[config.mk]
export PLATFORM = sky130hd
export DESIGN_NAME = y86_reg_file_flat
export DESIGN_NICKNAME = d
export VERILOG_FILES = /design/src/rtl/y86_pkg.sv /design/src/rtl/y86_reg_file_if.sv /design/src/rtl/y86_rf_read_port.sv /design/src/rtl/y86_reg_file.sv /design/src/flat_wrapper.sv
export SDC_FILE = /design/constraint.sdc
export NUM_CORES = 2
export LEC_CHECK = 0
export CAP_MARGIN = 10
export CORE_MARGIN = 1.5
export CORE_UTILIZATION = 40
export CTS_CLUSTER_DIAMETER = 40
export DETAILED_ROUTE_END_ITERATION = 16
export GPL_TIMING_DRIVEN = 1
export PLACE_DENSITY = 0.56
export SETUP_SLACK_MARGIN = 0.4
export SYNTH_ARGS = -nofsm -noshare
export SYNTH_HDL_FRONTEND = slang
export SYNTH_HIERARCHICAL = 1
export SYNTH_SLANG_ARGS = --single-unit
export TNS_END_PERCENT = 20
[constraint.sdc]
create_clock -name clk -period 8.7 [get_ports clk]
set_clock_uncertainty 0.15 [all_clocks]
set_input_delay 1.74 -clock clk [delete_from_list [all_inputs] [get_ports clk]]
set_output_delay 1.74 -clock clk [all_outputs]
set_load 0.02 [all_outputs]
[src/rtl/y86_pkg.sv]
// -----------------------------------------------------------------------------
// y86_pkg
// Shared Y86-64 definitions used by the register file and its read ports:
//   - processor status codes (STAT_*)
//   - architectural register indices (REG_*), including REG_RNONE ("no register")
//   - register-file state encoding (rf_state_e)
// -----------------------------------------------------------------------------
package y86_pkg;

  // Processor status codes carried alongside each committing instruction.
  localparam logic [2:0] STAT_AOK = 3'd1;
  localparam logic [2:0] STAT_HLT = 3'd2;
  localparam logic [2:0] STAT_ADR = 3'd3;
  localparam logic [2:0] STAT_INS = 3'd4;

  // Architectural register indices.
  localparam logic [3:0] REG_RAX   = 4'h0;
  localparam logic [3:0] REG_RCX   = 4'h1;
  localparam logic [3:0] REG_RDX   = 4'h2;
  localparam logic [3:0] REG_RBX   = 4'h3;
  localparam logic [3:0] REG_RSP   = 4'h4;
  localparam logic [3:0] REG_RBP   = 4'h5;
  localparam logic [3:0] REG_RSI   = 4'h6;
  localparam logic [3:0] REG_RDI   = 4'h7;
  localparam logic [3:0] REG_R8    = 4'h8;
  localparam logic [3:0] REG_R9    = 4'h9;
  localparam logic [3:0] REG_R10   = 4'hA;
  localparam logic [3:0] REG_R11   = 4'hB;
  localparam logic [3:0] REG_R12   = 4'hC;
  localparam logic [3:0] REG_R13   = 4'hD;
  localparam logic [3:0] REG_R14   = 4'hE;
  localparam logic [3:0] REG_RNONE = 4'hF;

  // Register-file run state: RUN accepts commits, HALT is sticky until reset.
  typedef enum logic {
    RF_RUN  = 1'b0,
    RF_HALT = 1'b1
  } rf_state_e;

endpackage

[src/rtl/y86_reg_file_if.sv]
// -----------------------------------------------------------------------------
// y86_reg_file_if
// Decode/write-back bundle for the Y86-64 register file.
//   master : decode/write-back side (drives indices, write data, status)
//   slave  : register file (returns read data, status, halted, write count)
// Signals: srcA/srcB -> valA/valB (reads), wr_en/dstE/valE/dstM/valM/stat_in
// (commit), stat_out/halted/wr_count (status back to the core).
// -----------------------------------------------------------------------------
interface y86_reg_file_if #(
  parameter int DATA_W = 64,
  parameter int ADDR_W = 4,
  parameter int CNT_W  = 32
);

  logic [ADDR_W-1:0] srcA;
  logic [ADDR_W-1:0] srcB;
  logic [DATA_W-1:0] valA;
  logic [DATA_W-1:0] valB;
  logic              wr_en;
  logic [ADDR_W-1:0] dstE;
  logic [DATA_W-1:0] valE;
  logic [ADDR_W-1:0] dstM;
  logic [DATA_W-1:0] valM;
  logic [2:0]        stat_in;
  logic [2:0]        stat_out;
  logic              halted;
  logic [CNT_W-1:0]  wr_count;

  modport master (
    output srcA, srcB, wr_en, dstE, valE, dstM, valM, stat_in,
    input  valA, valB, stat_out, halted, wr_count
  );

  modport slave (
    input  srcA, srcB, wr_en, dstE, valE, dstM, valM, stat_in,
    output valA, valB, stat_out, halted, wr_count
  );

endinterface

[src/rtl/y86_rf_read_port.sv]
// -----------------------------------------------------------------------------
// y86_rf_read_port
// One combinational register-file read port.
//   src    : read index
//   stored : array word currently held at src
//   val    : read result; RNONE always reads zero
// With Y86_REG_FILE_BYPASS_EN defined, extra inputs byp_en/dstE/valE/dstM/valM
// forward this cycle's qualified write data (M over E) to the read.
// -----------------------------------------------------------------------------
module y86_rf_read_port #(
  parameter int                DATA_W = 64,
  parameter int                ADDR_W = 4,
  parameter logic [ADDR_W-1:0] RNONE  = '1
) (
  input  logic [ADDR_W-1:0] src,
  input  logic [DATA_W-1:0] stored,
`ifdef Y86_REG_FILE_BYPASS_EN
  input  logic              byp_en,
  input  logic [ADDR_W-1:0] dstE,
  input  logic [DATA_W-1:0] valE,
  input  logic [ADDR_W-1:0] dstM,
  input  logic [DATA_W-1:0] valM,
`endif
  output logic [DATA_W-1:0] val
);

  // NOTE: every path assigns val first, so no latch can be inferred.
  always_comb begin
    val = stored;
`ifdef Y86_REG_FILE_BYPASS_EN
    // Same order as the write priority: M shadows E on a shared index.
    if (byp_en && (src == dstM)) begin
      val = valM;
    end else if (byp_en && (src == dstE)) begin
      val = valE;
    end
`endif
    if (src == RNONE) begin
      val = '0;
    end
  end

endmodule

[src/rtl/y86_reg_file.sv]
// -----------------------------------------------------------------------------
// y86_reg_file
// Y86-64 architectural register file with status/halt latch and a saturating
// committed-write counter.
//   clk   : rising-edge clock
//   rst_n : asynchronous active-low reset (array to INIT_MODE values, RUN, AOK)
//   bus   : y86_reg_file_if.slave -- two combinational reads (srcA/srcB),
//           two write ports (dstE/valE, dstM/valM) qualified by wr_en and
//           stat_in, plus stat_out/halted/wr_count.
// Optional: define Y86_REG_FILE_BYPASS_EN for write-through read forwarding.
// -----------------------------------------------------------------------------
module y86_reg_file
  import y86_pkg::*;
#(
  parameter int                DATA_W    = 64,
  parameter int                ADDR_W    = 4,
  parameter logic [ADDR_W-1:0] RNONE     = ADDR_W'(REG_RNONE),
  parameter int                INIT_MODE = 1,
  parameter int                CNT_W     = 32
) (
  input logic           clk,
  input logic           rst_n,
  y86_reg_file_if.slave bus
);

  localparam int NREGS = 2 ** ADDR_W;

  logic [DATA_W-1:0] regs [NREGS];

  rf_state_e         state, state_next;
  logic [2:0]        stat_q, stat_next;
  logic [CNT_W-1:0]  cnt_q, cnt_next;

  // A commit only takes effect in RUN with a good status; any other status
  // suppresses the whole instruction's writes on the edge that halts.
  logic commit_ok;
  logic e_wr, m_wr;

  assign commit_ok = bus.wr_en && (state == RF_RUN) && (bus.stat_in == STAT_AOK);
  assign e_wr      = commit_ok && (bus.dstE != RNONE);
  assign m_wr      = commit_ok && (bus.dstM != RNONE);

  // ---------------------------------------------------------------------------
  // Register array
  // ---------------------------------------------------------------------------
  // NOTE: the array is small and its reset contents are architecturally
  // visible, so it is built from resettable flops rather than a RAM macro.
  always_ff @(posedge clk or negedge rst_n) begin
    if (!rst_n) begin
      for (int i = 0; i < NREGS; i++) begin
        regs[i] <= (INIT_MODE == 1) ? DATA_W'(i) : '0;
      end
    end else begin
      // NOTE: non-blocking updates resolve in statement order, so the M write
      // placed second wins when dstE == dstM (popq %rsp semantics).
      if (e_wr) regs[bus.dstE] <= bus.valE;
      if (m_wr) regs[bus.dstM] <= bus.valM;
    end
  end

  // ---------------------------------------------------------------------------
  // State machine, status latch and counter
  // ---------------------------------------------------------------------------
  always_ff @(posedge clk or negedge rst_n) begin
    if (!rst_n) begin
      state  <= RF_RUN;
      stat_q <= STAT_AOK;
      cnt_q  <= '0;
    end else begin
      state  <= state_next;
      stat_q <= stat_next;
      cnt_q  <= cnt_next;
    end
  end

  always_comb begin
    state_next = state;
    stat_next  = stat_q;
    cnt_next   = cnt_q;
    case (state)
      RF_RUN: begin
        if (bus.wr_en && (bus.stat_in != STAT_AOK)) begin
          state_next = RF_HALT;
          stat_next  = bus.stat_in;
        end
      end
      RF_HALT: begin
        // Sticky: only reset leaves HALT.
      end
      default: begin
        state_next = RF_HALT;
      end
    endcase
    // Counts cycles that actually wrote something; holds at all-ones.
    if ((e_wr || m_wr) && (cnt_q != '1)) begin
      cnt_next = cnt_q + CNT_W'(1);
    end
  end

  assign bus.stat_out = stat_q;
  assign bus.halted   = (state == RF_HALT);
  assign bus.wr_count = cnt_q;

  // ---------------------------------------------------------------------------
  // Read ports
  // ---------------------------------------------------------------------------
  logic [DATA_W-1:0] stored_a, stored_b;

  assign stored_a = regs[bus.srcA];
  assign stored_b = regs[bus.srcB];

  y86_rf_read_port #(
    .DATA_W (DATA_W),
    .ADDR_W (ADDR_W),
    .RNONE  (RNONE)
  ) u_read_a (
    .src    (bus.srcA),
    .stored (stored_a),
`ifdef Y86_REG_FILE_BYPASS_EN
    .byp_en (commit_ok),
    .dstE   (bus.dstE),
    .valE   (bus.valE),
    .dstM   (bus.dstM),
    .valM   (bus.valM),
`endif
    .val    (bus.valA)
  );

  y86_rf_read_port #(
    .DATA_W (DATA_W),
    .ADDR_W (ADDR_W),
    .RNONE  (RNONE)
  ) u_read_b (
    .src    (bus.srcB),
    .stored (stored_b),
`ifdef Y86_REG_FILE_BYPASS_EN
    .byp_en (commit_ok),
    .dstE   (bus.dstE),
    .valE   (bus.valE),
    .dstM   (bus.dstM),
    .valM   (bus.valM),
`endif
    .val    (bus.valB)
  );

endmodule

[src/flat_wrapper.sv]
// flat-port wrapper written by rule: the top's interface ports become plain ports
module y86_reg_file_flat import y86_pkg::*;
#(
  parameter int                DATA_W    = 64,
  parameter int                ADDR_W    = 4,
  parameter logic [ADDR_W-1:0] RNONE     = ADDR_W'(REG_RNONE),
  parameter int                INIT_MODE = 1,
  parameter int                CNT_W     = 32
)
  (clk, rst_n, bus_srcA, bus_srcB, bus_wr_en, bus_dstE, bus_valE, bus_dstM, bus_valM, bus_stat_in, bus_valA, bus_valB, bus_stat_out, bus_halted, bus_wr_count);
  y86_reg_file_if #(.DATA_W(DATA_W), .ADDR_W(ADDR_W), .CNT_W(CNT_W)) bus_i ();
  input logic clk;
  input logic rst_n;
  input wire logic [$bits(bus_i.srcA)-1:0] bus_srcA;
  input wire logic [$bits(bus_i.srcB)-1:0] bus_srcB;
  input wire logic [$bits(bus_i.wr_en)-1:0] bus_wr_en;
  input wire logic [$bits(bus_i.dstE)-1:0] bus_dstE;
  input wire logic [$bits(bus_i.valE)-1:0] bus_valE;
  input wire logic [$bits(bus_i.dstM)-1:0] bus_dstM;
  input wire logic [$bits(bus_i.valM)-1:0] bus_valM;
  input wire logic [$bits(bus_i.stat_in)-1:0] bus_stat_in;
  output wire logic [$bits(bus_i.valA)-1:0] bus_valA;
  output wire logic [$bits(bus_i.valB)-1:0] bus_valB;
  output wire logic [$bits(bus_i.stat_out)-1:0] bus_stat_out;
  output wire logic [$bits(bus_i.halted)-1:0] bus_halted;
  output wire logic [$bits(bus_i.wr_count)-1:0] bus_wr_count;
  assign bus_i.srcA = bus_srcA;
  assign bus_i.srcB = bus_srcB;
  assign bus_i.wr_en = bus_wr_en;
  assign bus_i.dstE = bus_dstE;
  assign bus_i.valE = bus_valE;
  assign bus_i.dstM = bus_dstM;
  assign bus_i.valM = bus_valM;
  assign bus_i.stat_in = bus_stat_in;
  assign bus_valA = bus_i.valA;
  assign bus_valB = bus_i.valB;
  assign bus_stat_out = bus_i.stat_out;
  assign bus_halted = bus_i.halted;
  assign bus_wr_count = bus_i.wr_count;
  y86_reg_file #(.DATA_W(DATA_W), .ADDR_W(ADDR_W), .RNONE(RNONE), .INIT_MODE(INIT_MODE), .CNT_W(CNT_W)) u_core (.clk(clk), .rst_n(rst_n), .bus(bus_i));
endmodule
**After elaboration in Yosys (flattened, before gate mapping)**

Cells that the tools add are included.

- Flip-flop bits (word level): 1060
- Word-level logic and storage cells: 66

- Add/subtract/negate cells: 1
- $lt $le $gt $ge: 6
- Equal/unequal tests: 7
- Muxes and demuxes: 18
- Bitwise logic cells: 5
- Reductions and logical operators: 10

Operators by type and width:

| cell | number |
|---|---|
| 1024-bit bitwise mux | 2 |
| 1024-bit two-way mux | 2 |
| 64-bit binary-select mux with 4-bit select | 2 |
| 64-bit demux with 4-bit select | 2 |
| 64-bit two-way mux | 8 |
| 32-bit by 1-bit adder with 32-bit output (second input constant) | 1 |
| 32-bit != test (second input constant) | 1 |
| 5-bit greater-or-equal comparator (second input constant) | 4 |
| 4-bit inverter with 5-bit output | 4 |
| 5-bit by 1-bit < comparator with 1-bit output (second input constant) | 2 |
| 4-bit equality test (second input constant) | 2 |
| 1-bit logical AND | 8 |
| 4-bit != test (second input constant) | 2 |
| 3-bit by 1-bit equality test with 1-bit output (second input constant) | 1 |
| 3-bit by 1-bit != test with 1-bit output (second input constant) | 1 |
| 1-bit two-way mux | 2 |
| 2-bit AND reduction | 1 |
| 1-bit logical OR | 1 |
| 1-bit inverter | 1 |

**Logic depth before layout (Yosys ltp)**

- Word-level depth: 9
- Depth in mapped cells: 9

**Cells and area by module**

The synthesis kept the hierarchy.

Modules (own cells, without submodules):

| module | times used | cells each | area an instance (sq um) | sequential area each (sq um) |
|---|---|---|---|---|
| y86_reg_file | 1 | 6002 | 61976.9 | 26566.7 |
| y86_rf_read_port | 2 | 71 | 505.5 | 0.0 |

**Least setup slack after synthesis**

OpenSTA, ideal clock, no wires.

- Path type: input-to-output
- Start point: input bus_srcB[0]
- End point: output bus_valB[12]
- Arrival time: 3904 ps
- Data required time: 6810 ps
- Path slack: 2906 ps
- Cell stages on the path: 6
- Path buffers: 3
- Cells stage by stage: clkbuf_1 -> clkbuf_1 -> buf_1 -> mux4_2 -> mux4_2 -> and2_2

- Longest elaborated chain between the ends: 5

RTL lines:

| what | line | source |
|---|---|---|
| start, declared | flat_wrapper.sv:15 | `input wire logic [$bits(bus_i.srcB)-1:0] bus_srcB;` |
| 4-bit inverter with 5-bit output (implied by the code) | y86_reg_file.sv:110 | `assign stored_b = regs[bus.srcB];` |
| 64-bit binary-select mux with 4-bit select | y86_reg_file.sv:110 |  |
| 64-bit two-way mux (implied by the code) (2 in series) | y86_reg_file.sv:110 |  |
| net u_core.stored_b[12] | y86_reg_file.sv:107 | `logic [DATA_W-1:0] stored_a, stored_b;` |
| 64-bit two-way mux | y86_rf_read_port.sv:38 | `if (src == RNONE) begin` |
| end, declared | flat_wrapper.sv:23 | `output wire logic [$bits(bus_i.valB)-1:0] bus_valB;` |

The timed path passes the listed nets, and every way through them passes these cells. The select of a mux whose other input is x is not followed.

**Final worst setup path**

- Start point: input bus_srcA[0]
- End point: output bus_valA[23]

- Longest elaborated chain between the ends: 5

RTL lines:

| what | line | source |
|---|---|---|
| start, declared | flat_wrapper.sv:14 | `input wire logic [$bits(bus_i.srcA)-1:0] bus_srcA;` |
| 4-bit inverter with 5-bit output (implied by the code) | y86_reg_file.sv:109 | `assign stored_a = regs[bus.srcA];` |
| 64-bit binary-select mux with 4-bit select | y86_reg_file.sv:109 |  |
| 64-bit two-way mux (implied by the code) (2 in series) | y86_reg_file.sv:109 |  |
| net u_core.stored_a[23] | y86_reg_file.sv:107 |  |
| 64-bit two-way mux | y86_rf_read_port.sv:38 |  |
| end, declared | flat_wrapper.sv:22 | `output wire logic [$bits(bus_i.valA)-1:0] bus_valA;` |

The timed path passes the listed nets, and every way through them passes these cells. The select of a mux whose other input is x is not followed.

==> flow_metrics.py <==
metrics = {
    "clock_network": {
        "insertion_delay_ns": 0.82,
        "clock_sinks": 1060,
        "cts_tree": "built",
        "cts_hold_buf": 0,
        "cts-resized-gates": 0,
        "clock_path_buffers": 3,
        "htree_levels": 4,
        "cts_root_buf": "clkbuf_16",
        "postCtsSetupRepairBufs": 0,
        "cts_buffers": 178,
        "path_clk_slew_ns": 0.05,
    },
    "critical_path": {
        "path_cells": "buf_8 > buf_12 > mux4_2 > mux4_2 > and2_2 > clkdlybuf4s50_1",
        "slowest_stage": "buf_8",
        "crit_family": "buffers and inverters",
        "critPathMaxFanout": 70,
        "end_kind": "output pin",
        "cp-start-kind": "primary input",
        "worstSetupPathType": "primary input to output pin",
        "worstPathRequired_ns": 6.81,
        "crit_path_max_incr_delay_ns": 0.62,
        "crit_arrival_ns": 4.83,
        "path_buf_inv": 3,
        "path_common_cell": "mux4_2",
    },
    "yosys": {
        "synthArstFlopShare_pct": 100,
        "synth_ff_type": "dfrtp_1",
        "synth_cell_type_count": 50,
        "syn_area_mm2": 0.0630,
        "syn_avg_cell_area_um2": 10.3,
        "syn_nets": 6295,
        "postSynthCellCount": 6144,
        "synth_edf_count": 0,
        "synth-seq-area-share_pct": 42.2,
        "yosys_register_bits": 1060,
        "yosys_warnings": 6,
    },
    "run": {
        "drv_cap": 0,
    },
    "route": {
        "routed_wl_um": 249000,
        "wl_per_cell_um": 30.2,
        "ant_nets": 0,
        "drt_iter0_markers": 6773,
        "remaining_drc_errors": 0,
        "vias_per_cell": 6.37,
        "dr.pass1.iters": 7,
        "vias": 52500,
    },
    "final_layout": {
        "layout_commonest_cell": "nand2_1",
        "fillers": 14000,
        "fin_area_mm2": 0.0734,
        "area_growth_pct": 16.5,
        "multi_input_area_mm2": 0.0338,
        "fin_cells": 8250,
        "drive_gt1_share_pct": 20.0,
        "regArea_mm2": 0.0266,
        "layout_common_cells": "1169 x nand2_1, 1027 x dfrtp_1, 847 x nor2_1",
        "nets": 6171,
    },
    "floorplanning": {
        "core.rowCount": 145,
        "die_h_um": 400,
        "io_pins": 314,
        "die_area_mm2": 0.160,
        "die_w_um": 400,
        "coreArea_mm2": 0.156,
        "start_util_pct": 40.3,
    },
    "grt": {
        "grt_pass1_wl_um": 361000,
        "grt_overflow_total": 0,
        "grt_pass1_vias": 50900,
        "track_usage_pct": 31.1,
        "antenna_found_initial": 38,
        "grt_max_degree": 159,
    },
    "outcome": {
        "outcome": "complete, no violations",
    },
    "timing": {
        "fin_tns_setup_ns": 0,
        "fmax_mhz": 149,
        "setup_violations": 0,
        "hold_viol_final": 0,
        "whs_ns": 0.223,
        "fin_crit_ns": 6.72,
        "fin_crit_sh_pct": 77.2,
        "rsz0062_at_grt": "no",
        "tightest_slew_ns": 1.23,
        "slew_violations": 0,
        "slew_headroom_pct": 17.7,
    },
    "power_and_ir_drop": {
        "ir_worst_vdd_mv": 0.191,
        "power.total_uw": 13200,
        "pwr_density_cell_mw_per_mm2": 180,
        "power_leakage_uw": 0.0326,
    },
    "placement": {
        "dpl_cell_area_mm2": 0.0672,
        "io_buffer_count": 313,
        "dp_hpwl_um": 134000,
        "place_inst": 7898,
        "gp_congestion": 0.824,
    },
    "min_path": {
        "hold_class": "register to register",
    },
}
## per-layer routing
metal | vias up | wire, um | global-route usage [%]
li1 | 22000 | - | -
met1 | 26700 | 97900 | 42.1
met2 | 3217 | 113000 | 47.5
met3 | 619 | 26200 | 7.33
met4 | 28 | 11400 | 13.8
met5 | - | 168 | 0
## cells by family after synthesis
group / synth area share (%)
xor gates and xnor gates: 0.362
muxes: 28.0
and+or+nand+nor: 14.7
AOI/OAI and AO/OA: 10.1
adders and majority gates: 0.0199
buffers and inverters: 4.66
DFF: 42.2
## registers in the layout (all words and copies together), names as in the netlist
signal,cells
u_core/bus.stat_out,3
u_core/regs,1024
u_core/bus.wr_count,32
u_core/bus.halted,1
## layout make-up
class | count | share of cell area, %
clock buffers | 217 | 6.58
well taps | 2058 | 3.51
inverters | 4 | 0.0205
diodes | 20 | 0.0682
flip-flops and latches | 1060 | 36.2
multi-input cells | 4357 | 46.0
clock inverters | 115 | 1.76
repair buffers | 419 | 5.82
## final timing paths
path	startpoint	endpoint	depth (start not counted)	slack (ns)
min in group asynchronous	rst_n	u_core/regs[603]	1	0.76
min reg2reg	u_core/regs[0]	u_core/regs[0]	0	0.22
max in group asynchronous	rst_n	u_core/regs[1022]	3	5.81
max	bus_srcA[0]	bus_valA[23]	6	1.98
min	u_core/regs[0]	u_core/regs[0]	0	0.22
max reg2reg	u_core/bus.halted	u_core/regs[638]	6	4.62
## metrics by stage
stage	worst slack [ns]	util [%]
floorplan	2.91	-
global placement	1.99	43.0
detailed placement	1.98	43.0
CTS	1.98	46.9
global route	1.86	47.0
finish	1.98	47.0
## report_power, final
group / switching, uW / internal [uW] / leakage (uW)
logic: 557 / 335 / 0.0150
registers: 50.1 / 5000 / 0.0146
clock network: 2800 / 4460 / 0.00294
total: 3410 / 9800 / 0.0326
## cell usage after synthesis (7+ instances only)
library cell	n	area (um^2)
and3_1	8	50.1
nor2_1	850	3190
xnor2_1	20	175
o21ai_0	67	335
mux4_2	640	14400
o21ai_1	64	320
dfstp_2	33	867
mux2i_1	321	3210
nand3_1	14	70.1
o22ai_1	128	801
buf_2	112	561
dfrtp_1	1027	25700
buf_6	7	78.8
and2_2	86	646
nand2_1	1194	4480
nand4_1	15	93.8
and4_1	8	70.1
nor4_1	7	43.8
a31oi_1	516	3230
a21oi_1	321	1610
clkbuf_1	520	1950
buf_1	72	270
and2_1	44	275
clkbuf_2	12	60.1
Note: power is estimated with default switching activity, not from simulation.
